--- src/rtl/game2048_pkg.sv ---
// Shared 2048 board constants, cell-index helpers and the tile spawner state encoding.
package game2048_pkg;

    localparam int        N_CELLS = 16;
    localparam int        CELL_W  = 4;
    localparam logic [3:0] EMPTY   = 4'd0;
    localparam logic [3:0] TILE_2  = 4'd1;
    localparam logic [3:0] TILE_4  = 4'd2;
    localparam logic [3:0] WIN_EXP = 4'd11;

    typedef enum logic [2:0] {
        SP_IDLE   = 3'd0,
        SP_COUNT  = 3'd1,
        SP_PICK   = 3'd2,
        SP_SELECT = 3'd3,
        SP_DONE   = 3'd4
    } spawn_state_e;

    function automatic logic [1:0] cell_row(input logic [3:0] idx);
        return idx[3:2];
    endfunction

    function automatic logic [1:0] cell_col(input logic [3:0] idx);
        return idx[1:0];
    endfunction

endpackage

--- src/rtl/tile_spawner_if.sv ---
// Request/result bundle between the game controller (master) and the tile spawner (slave).
interface tile_spawner_if;
    logic        start;
    logic [63:0] mat_flat;
    logic        busy;
    logic        done;
    logic        valid;
    logic        full;
    logic [3:0]  cell_idx;
    logic [3:0]  cell_val;

    modport master (
        output start, mat_flat,
        input  busy, done, valid, full, cell_idx, cell_val
    );

    modport slave (
        input  start, mat_flat,
        output busy, done, valid, full, cell_idx, cell_val
    );
endinterface

--- src/rtl/lfsr16.sv ---
// Free-running 16-bit Fibonacci LFSR (taps 16,14,13,11); a zero seed is forced to 1.
module lfsr16 (
    input  logic        clk,
    input  logic        rst_n,
    input  logic [15:0] seed,
    output logic [15:0] q
);
    logic [15:0] seed_safe;
    logic        feedback;

    assign seed_safe = (seed == 16'd0) ? 16'h0001 : seed;
    assign feedback  = q[15] ^ q[13] ^ q[12] ^ q[10];

    always_ff @(posedge clk or negedge rst_n) begin
        if (!rst_n) begin
            q <= seed_safe;
        end else begin
            q <= {q[14:0], feedback};
        end
    end
endmodule

--- src/rtl/tile_spawner.sv ---
// Picks a near-uniform empty cell and a 2/4 tile value; fixed 34-cycle latency (18 when full).
module tile_spawner
    import game2048_pkg::*;
#(
    parameter logic [15:0] SEED      = 16'hACE1,
    parameter logic [7:0]  P4_THRESH = 8'd26
) (
    input  logic           clk,
    input  logic           rst_n,
    tile_spawner_if.slave  sp
);
    spawn_state_e state_q, state_d;
    logic [3:0]   scan_q, scan_d;
    logic [4:0]   cnt_q, cnt_d;
    logic [4:0]   seen_q, seen_d;
    logic [4:0]   target_q, target_d;
    logic [15:0]  rnd_q, rnd_d;
    logic         valid_q, valid_d;
    logic         full_q, full_d;
    logic [3:0]   idx_q, idx_d;
    logic [3:0]   val_q, val_d;

    logic [15:0]  lfsr_q;
    logic [N_CELLS-1:0] cell_empty;
    logic         cur_empty;
    logic [12:0]  prod;

    lfsr16 u_lfsr (
        .clk   (clk),
        .rst_n (rst_n),
        .seed  (SEED),
        .q     (lfsr_q)
    );

    generate
        for (genvar gi = 0; gi < N_CELLS; gi++) begin : g_empty
            assign cell_empty[gi] = (sp.mat_flat[CELL_W*gi +: CELL_W] == EMPTY);
        end
    endgenerate

    assign cur_empty = cell_empty[scan_q];
    // Scaling an 8-bit fraction by the count keeps the target in 0..cnt-1.
    assign prod      = {5'd0, rnd_q[7:0]} * {8'd0, cnt_q};

    always_ff @(posedge clk or negedge rst_n) begin
        if (!rst_n) begin
            state_q  <= SP_IDLE;
            scan_q   <= '0;
            cnt_q    <= '0;
            seen_q   <= '0;
            target_q <= '0;
            rnd_q    <= '0;
            valid_q  <= 1'b0;
            full_q   <= 1'b0;
            idx_q    <= '0;
            val_q    <= '0;
        end else begin
            state_q  <= state_d;
            scan_q   <= scan_d;
            cnt_q    <= cnt_d;
            seen_q   <= seen_d;
            target_q <= target_d;
            rnd_q    <= rnd_d;
            valid_q  <= valid_d;
            full_q   <= full_d;
            idx_q    <= idx_d;
            val_q    <= val_d;
        end
    end

    always_comb begin
        state_d  = state_q;
        scan_d   = scan_q;
        cnt_d    = cnt_q;
        seen_d   = seen_q;
        target_d = target_q;
        rnd_d    = rnd_q;
        valid_d  = valid_q;
        full_d   = full_q;
        idx_d    = idx_q;
        val_d    = val_q;

        case (state_q)
            SP_IDLE: begin
                if (sp.start) begin
                    state_d = SP_COUNT;
                    scan_d  = '0;
                    cnt_d   = '0;
                    rnd_d   = lfsr_q;
                    valid_d = 1'b0;
                    full_d  = 1'b0;
                    idx_d   = '0;
                    val_d   = '0;
                end
            end
            SP_COUNT: begin
                if (cur_empty) begin
                    cnt_d = cnt_q + 5'd1;
                end
                scan_d = scan_q + 4'd1;
                if (scan_q == 4'd15) begin
                    state_d = SP_PICK;
                end
            end
            SP_PICK: begin
                if (cnt_q == 5'd0) begin
                    state_d = SP_DONE;
                    full_d  = 1'b1;
                    valid_d = 1'b0;
                end else begin
                    state_d  = SP_SELECT;
                    target_d = prod[12:8];
                    scan_d   = '0;
                    seen_d   = '0;
                end
            end
            SP_SELECT: begin
                // Walk the whole board even after the match so latency never depends on data.
                if (cur_empty) begin
                    if (seen_q == target_q) begin
                        idx_d = scan_q;
                    end
                    seen_d = seen_q + 5'd1;
                end
                scan_d = scan_q + 4'd1;
                if (scan_q == 4'd15) begin
                    state_d = SP_DONE;
                    valid_d = 1'b1;
                    val_d   = (rnd_q[15:8] < P4_THRESH) ? TILE_4 : TILE_2;
                end
            end
            SP_DONE: begin
                state_d = SP_IDLE;
            end
            default: begin
                state_d = SP_IDLE;
            end
        endcase
    end

    assign sp.busy     = (state_q == SP_COUNT) || (state_q == SP_PICK) || (state_q == SP_SELECT);
    assign sp.done     = (state_q == SP_DONE);
    assign sp.valid    = valid_q;
    assign sp.full     = full_q;
    assign sp.cell_idx = idx_q;
    assign sp.cell_val = val_q;
endmodule

--- src/flat_wrapper.sv ---
// flat-port wrapper written by rule: the top's interface ports become plain ports
module tile_spawner_flat import game2048_pkg::*;
#(
    parameter logic [15:0] SEED      = 16'hACE1,
    parameter logic [7:0]  P4_THRESH = 8'd26
)
  (clk, rst_n, sp_start, sp_mat_flat, sp_busy, sp_done, sp_valid, sp_full, sp_cell_idx, sp_cell_val);
  tile_spawner_if sp_i ();
  input  logic clk;
  input  logic rst_n;
  input wire logic [$bits(sp_i.start)-1:0] sp_start;
  input wire logic [$bits(sp_i.mat_flat)-1:0] sp_mat_flat;
  output wire logic [$bits(sp_i.busy)-1:0] sp_busy;
  output wire logic [$bits(sp_i.done)-1:0] sp_done;
  output wire logic [$bits(sp_i.valid)-1:0] sp_valid;
  output wire logic [$bits(sp_i.full)-1:0] sp_full;
  output wire logic [$bits(sp_i.cell_idx)-1:0] sp_cell_idx;
  output wire logic [$bits(sp_i.cell_val)-1:0] sp_cell_val;
  assign sp_i.start = sp_start;
  assign sp_i.mat_flat = sp_mat_flat;
  assign sp_busy = sp_i.busy;
  assign sp_done = sp_i.done;
  assign sp_valid = sp_i.valid;
  assign sp_full = sp_i.full;
  assign sp_cell_idx = sp_i.cell_idx;
  assign sp_cell_val = sp_i.cell_val;
  tile_spawner #(.SEED(SEED), .P4_THRESH(P4_THRESH)) u_core (.clk(clk), .rst_n(rst_n), .sp(sp_i));
endmodule
--- config.mk ---
export PLATFORM = sky130hd
export DESIGN_NAME = tile_spawner_flat
export DESIGN_NICKNAME = d
export VERILOG_FILES = /design/src/rtl/game2048_pkg.sv /design/src/rtl/tile_spawner_if.sv /design/src/rtl/lfsr16.sv /design/src/rtl/tile_spawner.sv /design/src/flat_wrapper.sv
export SDC_FILE = /design/constraint.sdc
export NUM_CORES = 1
export LEC_CHECK = 0
export ABC_AREA = 1
export BUFFER_PORTS_ARGS = -buffer_cell sky130_fd_sc_hd__buf_2
export CORE_ASPECT_RATIO = 0.6
export CORE_MARGIN = 2
export CORE_UTILIZATION = 52
export CTS_BUF_LIST = sky130_fd_sc_hd__clkbuf_4 sky130_fd_sc_hd__clkbuf_8
export CTS_CLUSTER_DIAMETER = 50
export CTS_CLUSTER_SIZE = 16
export DETAILED_ROUTE_END_ITERATION = 12
export GPL_TIMING_DRIVEN = 0
export PLACE_DENSITY = 0.76
export SYNTH_ARGS = -nofsm -noshare
export SYNTH_HDL_FRONTEND = slang
export SYNTH_SLANG_ARGS = --single-unit
--- constraint.sdc ---
create_clock -name clk -period 3.1 [get_ports clk]
set_input_delay 0.155 -clock clk [delete_from_list [all_inputs] [get_ports clk]]
set_output_delay 0.155 -clock clk [all_outputs]
set_load 0.01 [all_outputs]
==> flow_summary_export.csv <==
group,metric,value,unit
status,status,"finished with violations",
status,failed_checks,"negative setup slack",
setup_path,timing.rr.start,"u_core.cnt_q[4]",
setup_path,path_delay_family,"adder cells",
route,viasPerCell,5.018,
worst_hold_path,worstHoldPathCells,6,
yosys,synth_cells,523,
setup_path,critPathKind,"reg -> reg",
layout,postLayoutCoreUtil,66.72,%
setup_path,cp-end-kind,"flip-flop",
route,dr.pass1.iters,5,
global_routing,overflow,0,
global_routing,globalRouteTotalUtil,24.24,%
power,vdd_ir_drop_max,0.4611,mV
placement,dp_hpwl,7264,um
sta,period_minus_slack,3.304,ns
layout,area_growth,21.28,%
floorplanning,row_count,24,
setup_path,critPathBufInv,4,
clock_network,htree_levels,3,
yosys,synth_top_cell_by_area,"dfrtp_1",
setup_path,cp-start-kind,"flip-flop",
yosys,avgSynthCellArea,7.801,um2
sta,fin_ws,-0.2040,ns
floorplanning,die_w,118.4,um
yosys,synth_area,4080,um2
setup_path,worst_r2r_endpoint,"u_core.target_q[2]",
route,detail_route.wl_per_cell,13.06,um
sta,rsz0062_at_grt,"true",
sta,tns,-0.7231,ns
layout,regArea,1538,um2
yosys,synth_area_leaders,"dfrtp_1, nand2_1, fa_1, inv_1, ha_1",
layout,fin_nets,722,
layout,final_area,4949,um2
sta,skew,0.01858,ns
route,drtIter0Drc,263,
floorplanning,die_h,72.62,um
floorplanning,die_area,8594,um2
clock_network,cts_sinks,61,
global_routing,grt_pass1_wl,16500,um
route,drc,0,
sta,setup_viol,5,
run,max-cap-violations,0,
floorplanning,floorplan.initialDensity,55.01,%
yosys,synthTopCellsByCount,"nand2_1, inv_1, dfrtp_1, nor2_1, nand3_1",
route,ant_nets,0,
setup_path,crit_arrival,3.55,ns
layout,multi_input_area,2248,um2
layout,n_fill_cell,633,
floorplanning,io_pins,79,
global_routing,grt_pass1_vias,3630,
yosys,post-synth-top-area-fraction,32.51,%
setup_path,cp_data_required_time,3.35,ns
yosys,ys_async_sr_fraction,100.0,%
setup_path,slowest_delay,0.51,ns
sta,slew_headroom,48.89,%
route,routed_wl,9454,um
clock_network,insertion_delay,0.36,ns
sta,final_max_slew_viol_count,0,
layout,antenna_cells,0,
placement,pre_cts_ws,-0.2256,ns
yosys,ys_ff_latch,61,
global_routing,grt_max_degree,62,
clock_network,clock_path_buffers,2,
placement,gp_congestion,0.8910,
setup_path,worstPathMaxFanout,6,
route,vias,3633,
power,p_leak,2.745,nW
global_routing,antenna_found_initial,0,
sta,max_clock_freq,302.7,MHz
yosys,yosysWarnings,0,
sta,fin_crit_sh,106.6,%
setup_path,path_cells,"buf_6 > nand2_2 > inv_2 > fa_1 > fa_1 > inv_1 > fa_1 > inv_2 > ha_4 > nand2_4 > o21a_1 > nand2_2 > nand3_2 > nand2_1 > nand2_1 > nand3_1 > nand2_1",
layout,drive_gt1_share,25.81,%
placement,postPlaceCellArea,4666,um2
yosys,synth-seq-area-share,37.66,%
yosys,yosysMostFrequentCell,"nand2_1",
setup_path,r2r_setup_slack,-0.20,ns
sta,worst_slew_pin_slew,0.7666,ns
sta,hold_violations,0,
yosys,synth_ff_type,"dfrtp_1",
setup_path,cp_slowest_cell,"fa_1",
floorplanning,core,7417,um2
placement,io_buffer_count,76,
power,powerDensity,595.3,nW/um2
clock_network,cts_tree,"done",
yosys,yosysUniqueCellTypes,35,
clock_network,path_clk_slew,0.08,ns
worst_hold_path,holdPathEnd,"u_core.rnd_q[15]",
clock_network,cts_root_buffer,"clkbuf_8",
worst_hold_path,hold_path_class,"in -> reg",
yosys,synth_edf_count,0,
setup_path,worstRegToRegCells,17,
clock_network,cts_buffers,9,
worst_hold_path,min-delay-start,"sp_start",
-- worst min-delay path: cells and delay by family --
family | cells | cell delay, ns
simple gates | 3 | 0.21
buf+inv | 3 | 0.20
-- layout make-up --
type,instances,share of cell area [%]
Buffer,11,1.745
Clock buffer,10,2.781
Clock inverter,6,1.416
Inverter,84,6.372
Multi-Input combinational cell,367,45.44
Sequential cell,61,31.07
Tap cell,104,2.630
Timing Repair Buffer,81,8.546
-- per-layer routing --
metal	vias up	routed length (um)	track usage, %
li1	1812	-	-
met1	1702	4500	33.69
met2	110	4290	38.41
met3	9	583	5.859
met4	0	79	6.961
met5	-	0	0
-- worst max path at each step --
stage          cells past startpoint                 end  slack [ns]       startpoint
2_1_floorplan                     15  u_core.target_q[3]       0.007  u_core.cnt_q[3]
3_5_place_dp                      15  u_core.target_q[3]       -0.23  u_core.cnt_q[3]
3_3_place_gp                      15  u_core.target_q[3]       -0.17  u_core.cnt_q[3]
6_report                          17  u_core.target_q[2]       -0.20  u_core.cnt_q[4]
5_1_grt                           18  u_core.target_q[2]       -0.37  u_core.cnt_q[4]
4_1_cts                           18  u_core.target_q[2]       -0.18  u_core.cnt_q[4]
-- metrics by stage --
stage,total power [mW],instances,hold WS [ns]
floorplan,1.853,524,-0.1406
global placement,2.148,704,0.3468
detailed placement,2.174,704,0.3418
CTS,2.958,724,0.1372
global route,3.141,724,0.2853
finish,2.946,724,0.2299
-- state kept, by name, indices dropped and copies added (netlist names) --
name / flops
u_core.sp.full: 1
u_core.sp.cell_val: 2
u_core.target_q: 5
u_core.sp.cell_idx: 4
u_core.cnt_q: 5
u_core.seen_q: 5
u_core.scan_q: 4
u_core.state_q: 3
u_core.rnd_q: 15
u_core.u_lfsr.q: 16
u_core.sp.valid: 1
-- power by group --
group / switching (mW) / internal (mW) / total (mW)
clock: 0.341 / 0.396 / 0.737
sequential: 0.123 / 0.940 / 1.06
combinational: 0.735 / 0.410 / 1.15
total: 1.20 / 1.75 / 2.95
-- cells in the final DEF, fill, tap and decap left out, drive strengths merged, types with 3 or more instances in the layout --
cell type  instances
nand4              7
ha                23
o21ai             22
clkbuf            10
nand2            150
xor2               8
inv               85
a31oi              4
fa                17
buf               91
xnor2              6
dfrtp             53
nor3               5
nand3             40
clkinvlp           3
dfstp              8
a21oi             13
nor2              59
-- kinds of logic after synthesis --
group                    share of synthesized area, %
AND/OR/NAND/NOR                                 27.84
buffers and inverters                           9.629
flip-flops                                      37.66
AO/OA/AOI/OAI                                   6.133
adder cells (fa/ha/maj)                         15.39
XOR/XNOR                                        3.005
other                                         0.09191
multiplexers                                   0.2453
-- timing repair --
action	4_1_cts	5_1_grt
hold endpoints to repair	0	53
pin swaps	4	3
buffers inserted	4	0
hold buffers	0	1
gates resized for setup	8	6
setup endpoints to repair	5	5
No activity file was read; power rests on OpenSTA's default activity.
